[config.mk]
export PLATFORM = sky130hd
export DESIGN_NAME = sigma_xif_timer
export DESIGN_NICKNAME = d
export VERILOG_FILES = /design/src/rtl/sigma_xif_timer_pkg.sv /design/src/rtl/sigma_xif_timer_presc.sv /design/src/rtl/sigma_xif_timer.sv
export SDC_FILE = /design/constraint.sdc
export NUM_CORES = 1
export LEC_CHECK = 0
export CAP_MARGIN = 25
export CORE_AREA = 8 8 143 145
export DETAILED_ROUTE_END_ITERATION = 16
export DIE_AREA = 0 0 151 153
export DONT_BUFFER_PORTS = 1
export GPL_ROUTABILITY_DRIVEN = 0
export GPL_TIMING_DRIVEN = 0
export PLACE_DENSITY = 0.6
export SLEW_MARGIN = 5
export SYNTH_ARGS = -nofsm -noshare
export SYNTH_HDL_FRONTEND = slang
export SYNTH_SLANG_ARGS = --single-unit
export TNS_END_PERCENT = 10
[constraint.sdc]
create_clock -name clk_i -period 6.8 [get_ports clk_i]
set_input_delay 2.04 -clock clk_i [delete_from_list [all_inputs] [get_ports clk_i]]
set_output_delay 2.04 -clock clk_i [all_outputs]
set_load 0.02 [all_outputs]
[src/rtl/sigma_xif_timer_pkg.sv]
// Shared constants, register map and control payload for the xif timer/compare peripheral.
// Feature macro SIGMA_XIF_TIMER_CAPTURE_EN is consumed by the top, not here.
package sigma_xif_timer_pkg;

  localparam int unsigned TMR_DATA_W = 32;
  localparam int unsigned TMR_WIN_W  = 5;

  localparam logic [TMR_WIN_W-1:0] TMR_CTRL_OFFS    = 5'h00;
  localparam logic [TMR_WIN_W-1:0] TMR_PRESC_OFFS   = 5'h04;
  localparam logic [TMR_WIN_W-1:0] TMR_COUNT_OFFS   = 5'h08;
  localparam logic [TMR_WIN_W-1:0] TMR_COMPARE_OFFS = 5'h0C;
  localparam logic [TMR_WIN_W-1:0] TMR_STATUS_OFFS  = 5'h10;
  localparam logic [TMR_WIN_W-1:0] TMR_CAPTURE_OFFS = 5'h14;

  localparam int unsigned TMR_CTRL_EN_BIT         = 0;
  localparam int unsigned TMR_CTRL_AUTORELOAD_BIT = 1;
  localparam int unsigned TMR_CTRL_IRQ_EN_BIT     = 2;
  localparam int unsigned TMR_STATUS_MATCH_BIT    = 0;
  localparam int unsigned TMR_STATUS_CAPT_BIT     = 1;

  typedef struct packed {
    logic irq_en;
    logic autoreload;
    logic en;
  } tmr_ctrl_t;

  // Merge write data into a current register value under byte enables.
  function automatic logic [TMR_DATA_W-1:0] tmr_apply_be(input logic [TMR_DATA_W-1:0] cur,
                                                         input logic [TMR_DATA_W-1:0] wdata,
                                                         input logic [3:0]            be);
    logic [TMR_DATA_W-1:0] res;
    res = cur;
    for (int i = 0; i < 4; i++) begin
      if (be[i]) res[8*i +: 8] = wdata[8*i +: 8];
    end
    return res;
  endfunction

endpackage

[src/rtl/sigma_xif_timer_presc.sv]
// Prescaler: counts 0..limit while enabled and pulses tick on the terminal count.
module sigma_xif_timer_presc #(
  parameter int unsigned PRESC_W = 16
) (
  input  logic               clk_i,
  input  logic               rst_ni,
  input  logic               en,
  input  logic [PRESC_W-1:0] limit,
  input  logic               clr,
  output logic               tick
);

  logic [PRESC_W-1:0] pcnt_q, pcnt_d;

  always_comb begin
    tick   = en & (pcnt_q == limit);
    pcnt_d = pcnt_q;
    if (clr) begin
      pcnt_d = '0;
    end else if (en) begin
      pcnt_d = tick ? '0 : pcnt_q + PRESC_W'(1);
    end
  end

  always_ff @(posedge clk_i) begin
    if (!rst_ni) pcnt_q <= '0;
    else         pcnt_q <= pcnt_d;
  end

endmodule

[src/rtl/sigma_xif_timer.sv]
// xif-attached timer/compare peripheral: prescaled 32-bit counter, compare match, level irq.
// Optional input capture is enabled by defining SIGMA_XIF_TIMER_CAPTURE_EN.
module sigma_xif_timer
  import sigma_xif_timer_pkg::*;
#(
  parameter logic [31:0] BASE_ADDR = 32'h80000010,
  parameter int unsigned PRESC_W   = 16
) (
  input  logic        clk_i,
  input  logic        rst_ni,
`ifdef SIGMA_XIF_TIMER_CAPTURE_EN
  input  logic        capture_i,
`endif
  input  logic        bus_req_i,
  input  logic        bus_we_i,
  input  logic [31:0] bus_addr_bi,
  input  logic [3:0]  bus_be_bi,
  input  logic [31:0] bus_wdata_bi,
  output logic        bus_ack_o,
  output logic        bus_resp_o,
  output logic [31:0] bus_rdata_bo,
  output logic        irq_o
);

  logic [31:0]          offs;
  logic [TMR_WIN_W-1:0] reg_offs;
  logic                 in_win, wr_en, rd_en, unused_offs_lsb;
  logic [31:0]          reg_rd, wr_merged;
  logic                 tick, hit, presc_clr, clr_match;
  logic                 capt_rd;
  logic [31:0]          capture_rd;

  tmr_ctrl_t            ctrl_q, ctrl_d;
  logic [PRESC_W-1:0]   presc_q, presc_d;
  logic [31:0]          count_q, count_d, compare_q, compare_d, rdata_q, rdata_d;
  logic                 match_q, match_d, resp_q, resp_d, irq_q, irq_d;

  // Unsigned offset from base: below-base addresses wrap high and fall outside the window.
  assign offs            = bus_addr_bi - BASE_ADDR;
  assign in_win          = (offs[31:TMR_WIN_W] == '0);
  assign reg_offs        = {offs[TMR_WIN_W-1:2], 2'b00};
  assign unused_offs_lsb = ^offs[1:0];
  assign wr_en           = bus_req_i & bus_we_i & in_win;
  assign rd_en           = bus_req_i & ~bus_we_i & in_win;
  assign bus_ack_o       = bus_req_i;

  sigma_xif_timer_presc #(.PRESC_W(PRESC_W)) u_presc (
    .clk_i  (clk_i),
    .rst_ni (rst_ni),
    .en     (ctrl_q.en),
    .limit  (presc_q),
    .clr    (presc_clr),
    .tick   (tick)
  );

`ifdef SIGMA_XIF_TIMER_CAPTURE_EN
  logic [2:0]  cap_sync_q, cap_sync_d;
  logic        capt_q, capt_d, cap_rise, clr_capt;
  logic [31:0] capture_q, capture_d;

  // Two-flop synchroniser plus one history flop for rising-edge detection.
  always_comb begin
    cap_sync_d = {cap_sync_q[1:0], capture_i};
    cap_rise   = cap_sync_q[1] & ~cap_sync_q[2];
    clr_capt   = wr_en & (reg_offs == TMR_STATUS_OFFS) & bus_be_bi[0]
                 & bus_wdata_bi[TMR_STATUS_CAPT_BIT];
    capture_d  = cap_rise ? count_q : capture_q;
    capt_d     = (capt_q & ~clr_capt) | cap_rise;
  end

  always_ff @(posedge clk_i) begin
    if (!rst_ni) begin
      cap_sync_q <= '0;
      capt_q     <= 1'b0;
      capture_q  <= '0;
    end else begin
      cap_sync_q <= cap_sync_d;
      capt_q     <= capt_d;
      capture_q  <= capture_d;
    end
  end

  assign capt_rd    = capt_q;
  assign capture_rd = capture_q;
`else
  assign capt_rd    = 1'b0;
  assign capture_rd = '0;
`endif

  // Register read mux, also the base value for byte-enable merges.
  always_comb begin
    reg_rd = '0;
    case (reg_offs)
      TMR_CTRL_OFFS: begin
        reg_rd[TMR_CTRL_EN_BIT]         = ctrl_q.en;
        reg_rd[TMR_CTRL_AUTORELOAD_BIT] = ctrl_q.autoreload;
        reg_rd[TMR_CTRL_IRQ_EN_BIT]     = ctrl_q.irq_en;
      end
      TMR_PRESC_OFFS:   reg_rd = 32'(presc_q);
      TMR_COUNT_OFFS:   reg_rd = count_q;
      TMR_COMPARE_OFFS: reg_rd = compare_q;
      TMR_STATUS_OFFS: begin
        reg_rd[TMR_STATUS_MATCH_BIT] = match_q;
        reg_rd[TMR_STATUS_CAPT_BIT]  = capt_rd;
      end
      TMR_CAPTURE_OFFS: reg_rd = capture_rd;
      default:          reg_rd = '0;
    endcase
  end

  always_comb begin
    ctrl_d    = ctrl_q;
    presc_d   = presc_q;
    count_d   = count_q;
    compare_d = compare_q;
    wr_merged = tmr_apply_be(reg_rd, bus_wdata_bi, bus_be_bi);
    hit       = tick & (count_q == compare_q);
    presc_clr = wr_en & (reg_offs == TMR_PRESC_OFFS);
    clr_match = wr_en & (reg_offs == TMR_STATUS_OFFS) & bus_be_bi[0]
                & bus_wdata_bi[TMR_STATUS_MATCH_BIT];

    if (tick) count_d = (hit & ctrl_q.autoreload) ? '0 : count_q + 32'd1;

    // Bus writes come last so a written COUNT overrides the tick update.
    if (wr_en) begin
      case (reg_offs)
        TMR_CTRL_OFFS: begin
          ctrl_d.en         = wr_merged[TMR_CTRL_EN_BIT];
          ctrl_d.autoreload = wr_merged[TMR_CTRL_AUTORELOAD_BIT];
          ctrl_d.irq_en     = wr_merged[TMR_CTRL_IRQ_EN_BIT];
        end
        TMR_PRESC_OFFS:   presc_d   = wr_merged[PRESC_W-1:0];
        TMR_COUNT_OFFS:   count_d   = wr_merged;
        TMR_COMPARE_OFFS: compare_d = wr_merged;
        default: ;
      endcase
    end

    match_d = (match_q & ~clr_match) | hit;
    resp_d  = rd_en;
    rdata_d = rd_en ? reg_rd : '0;
    irq_d   = match_d & ctrl_d.irq_en;
  end

  always_ff @(posedge clk_i) begin
    if (!rst_ni) begin
      ctrl_q    <= '0;
      presc_q   <= '0;
      count_q   <= '0;
      compare_q <= '0;
      match_q   <= 1'b0;
      resp_q    <= 1'b0;
      rdata_q   <= '0;
      irq_q     <= 1'b0;
    end else begin
      ctrl_q    <= ctrl_d;
      presc_q   <= presc_d;
      count_q   <= count_d;
      compare_q <= compare_d;
      match_q   <= match_d;
      resp_q    <= resp_d;
      rdata_q   <= rdata_d;
      irq_q     <= irq_d;
    end
  end

  assign bus_resp_o   = resp_q;
  assign bus_rdata_bo = rdata_q;
  assign irq_o        = irq_q;

endmodule

==> summary.txt <==
Run status
  – Outcome: complete, no violations

Critical path
  – Crit-path slowest cell: nor4_1
  – Slowest cell delay on critical path: 570 ps
  – Critical Path End Type: register
  – Startpoint types: primary input
  – Critical Path RT: 7130 ps
  – Buffers plus inverters on the worst setup path: 6
  – Critical path data arrival time: 6030 ps
  – Worst path depth: 15
  – CP most frequent cell: buf_2
  – Crit-path max FO: 10
  – Crit path launch: bus_addr_bi[4]
  – CP endpoint: bus_rdata_bo[5]$_SDFF_PN0_
  – R2R Setup Slk: 3710 ps
  – Delay-heaviest family, CP: simple AND/OR/NAND/NOR gates
  – R2R Path Start: count_q[2]$_SDFF_PN0_
  – R2r endpoint: count_q[12]$_SDFF_PN0_
  – Kind of critical path: in -> reg
  – CP cell instances: buf_2, buf_2, buf_1, inv_1, ha_1, or3b_2, nor4_1, nand2_1, xnor2_1, nor4bb_1, nand2_1, or4_1, clkbuf_1, buf_2, nor2_1
  – Reg2Reg Depth: 9

Floorplanning
  – IO Pins: 107
  – Total die area: 23100 um2
  – Die Ht: 153 um
  – Number of core rows: 50
  – Die width: 151 um
  – Total core area: 18270 um2
  – Initial Utilization: 38.84%

Logic synthesis
  – Register bit count reported by yosys: 134
  – Post-synthesis cell type count: 59
  – Seq/Total Area, Yosys: 37.81%
  – Post-synth EDFFs: 0
  – Yosys warnings: 0
  – Syn Nets: 958
  – Synth Instances: 883
  – Post-synth design cell area: 7094 um2
  – Avg Cell Area, Syn: 8.034 um2
  – Ys flop type: dfxtp_1
  – Ys async rst share: 0%

Timing
  – Worst Hold Slack: 488.3 ps
  – Slew Limit Fails: 0
  – Tcrit/Tclk final: 83.79%
  – Final WS setup: 1102 ps
  – Worst Max-Slew Pin Slew: 929.9 ps
  – Fin Clk Skew: 6.234 ps
  – Max_slew headroom: 37.78%
  – Endpoints failing setup: 0
  – Period minus WS final: 5698 ps
  – Unrepaired setup endpoints after global routing: false
  – Setup TNS: 0 ps
  – Fin. Hold Viols: 0
  – Highest Clock Rate: 175.5 MHz

Clock tree
  – Post-CTS sizing: 0
  – Clk pin slew, worst setup/hold paths: 60 ps
  – Clock Sinks: 134
  – Total CTS buffers: 17
  – Hold bufs inserted after CTS: 0
  – Buffers inserted by post-CTS timing repair: 0
  – Max clock buf depth: 2
  – CTS HTree Levels: 4
  – Clk root buf: clkbuf_16
  – Clk Latency, worst-skew pair: 430 ps
  – CTS tree: built

Detailed routing
  – Via-per-instance ratio: 5.530
  – Number of DRC markers in iteration 0: 432
  – Vias: 6349
  – Drt pass-1 iters: 5
  – Drt drc: 0
  – DRT antenna net count: 0
  – Wire per inst: 18.42 um
  – Routed WL: 21150 um

Power and ir drop
  – Peak VDD IR: 0.1941 mV
  – Total power: 1.936 mW
  – Power per cell area: 240.1 nW/um2
  – Pleak: 3.036 nW

Cells and area
  – Filler cell count: 1853
  – Reg area: 2683 um2
  – Most frequent cells in the layout: dfxtp_1 (134), nand2_1 (110), nand3_1 (92), o21ai_1 (76), xor2_1 (72)
  – Nets: 977
  – Share of layout cells above drive strength 1: 9.956%
  – Area of the multi-input gates: 4035 um2
  – N_diodes: 0
  – Most common cell after layout, fill and taps aside: dfxtp_1
  – Area added between synthesis and finish: 13.65%

Hold path
  – Worst Hold Launch: compare_q[26]$_SDFFE_PN0P_
  – Hold crit path type: reg -> reg

Global route
  – Largest net degree at the start of global routing: 17
  – Met1 usage: 23.41%
  – GR Util met2: 30.01%
  – Initial antenna violation count: 0
  – Grt met3 use: 4.931%
  – First-pass GRT wire length: 33880 um
  – Global route hottest layer: met2
  – Vias in the first global route: 6275
  – GRT Util Overall: 18.76%
  – Total grt overflow: 0

Placed design
  – Hpwl dp: 15960 um
  – Pre-CTS WS: 666.3 ps
  – Buffers on Ports: 0

Job
  – Maxcap violations: 0
==> worst min-delay path, cell delays in order (launching register included) <==
cell and delay (ps):
dfxtp_1 330, nand3_1 70, o21ai_1 50
==> sequential cells by signal, summed over array words and instances, names as in the netlist <==
signal,count
presc_q,16
compare_q,32
irq_o,1
match_q,1
count_q,32
u_presc.pcnt_q,16
bus_rdata_bo,32
bus_resp_o,1
ctrl_q,3
==> layout make-up <==
cell class | instances | share of cell area [%]
multi-input cells | 668 | 50.05
flip-flops and latches | 134 | 33.27
clock buffers | 21 | 5.587
plain buffers | 62 | 3.786
well taps | 234 | 3.631
clock inverters | 10 | 2.793
inverters | 19 | 0.8845
==> how the worst min path moves through the flow <==
| stage | cells after the start | to |
|---|---|---|
| after global placement | 2 | compare_q[21]$_SDFFE_PN0P_ |
| after floorplan | 2 | presc_q[2]$_SDFFE_PN0P_ |
| final | 2 | compare_q[26]$_SDFFE_PN0P_ |
| after CTS | 2 | compare_q[21]$_SDFFE_PN0P_ |
| after global routing | 2 | compare_q[4]$_SDFFE_PN0P_ |
| after detailed placement | 2 | compare_q[21]$_SDFFE_PN0P_ |
==> logic make-up (layout without fill, tap and decap cells) <==
kind of cell / Yosys count / count (layout) / synth area share, %
AOI/OAI and AO/OA: 170 / 170 / 14.41
and+or+nand+nor: 381 / 381 / 26.95
adders and majority gates: 3 / 3 / 0.5292
DFF: 134 / 134 / 37.81
buffers and inverters: 81 / 112 / 5.309
muxes: 20 / 20 / 3.386
xor gates and xnor gates: 94 / 94 / 11.60
==> power by group <==
part | internal, mW | total, mW | switching [mW]
sequential | 0.785 | 0.785 | 0.000000000129
combinational | 0.0212 | 0.0752 | 0.0540
clock | 0.730 | 1.08 | 0.346
total | 1.54 | 1.94 | 0.400
==> layer usage <==
metal  routed length (um)  up-vias
met4                  489        0
li1                     -     3127
met3                 1507       35
met5                    0        -
met2                 9882      210
met1                 9267     2977
==> synthesized netlist by cell type (all sizes together) (2+ instances only) <==
cell type	number	share of area (%)
nor3b	3	0.32
nor4b	2	0.25
ha	3	0.53
mux2i	6	0.85
and4	3	0.37
buf	29	2.6
nand4	13	1.4
nor2b	7	0.62
nor4	19	1.7
a22o	14	1.7
nand3	96	7.4
mux2	12	1.9
nor2	73	4.2
a31oi	4	0.35
nor3	21	1.5
or4	6	0.74
and3	14	1.3
a21oi	5	0.35
xor2	72	8.9
dfxtp	134	38
clkbuf	33	1.7
o21a	2	0.21
or3	3	0.26
nand2	110	5.8
nand3b	6	0.63
mux4	2	0.63
xnor2	22	2.7
o21ai	118	8.5
inv	19	1.0
a22oi	16	1.7
==> through the flow <==
| stage | std cells | util [%] | area [um2] |
|---|---|---|---|
| 2_1_floorplan | 883 | - | 7094 |
| 3_3_place_gp | 1117 | 40.44 | 7387 |
| 3_5_place_dp | 1117 | 40.44 | 7387 |
| 4_1_cts | 1148 | 44.14 | 8063 |
| 5_1_grt | 1148 | 44.14 | 8063 |
| 6_report | 1148 | 44.14 | 8063 |
(Power assumes the default switching activity.)
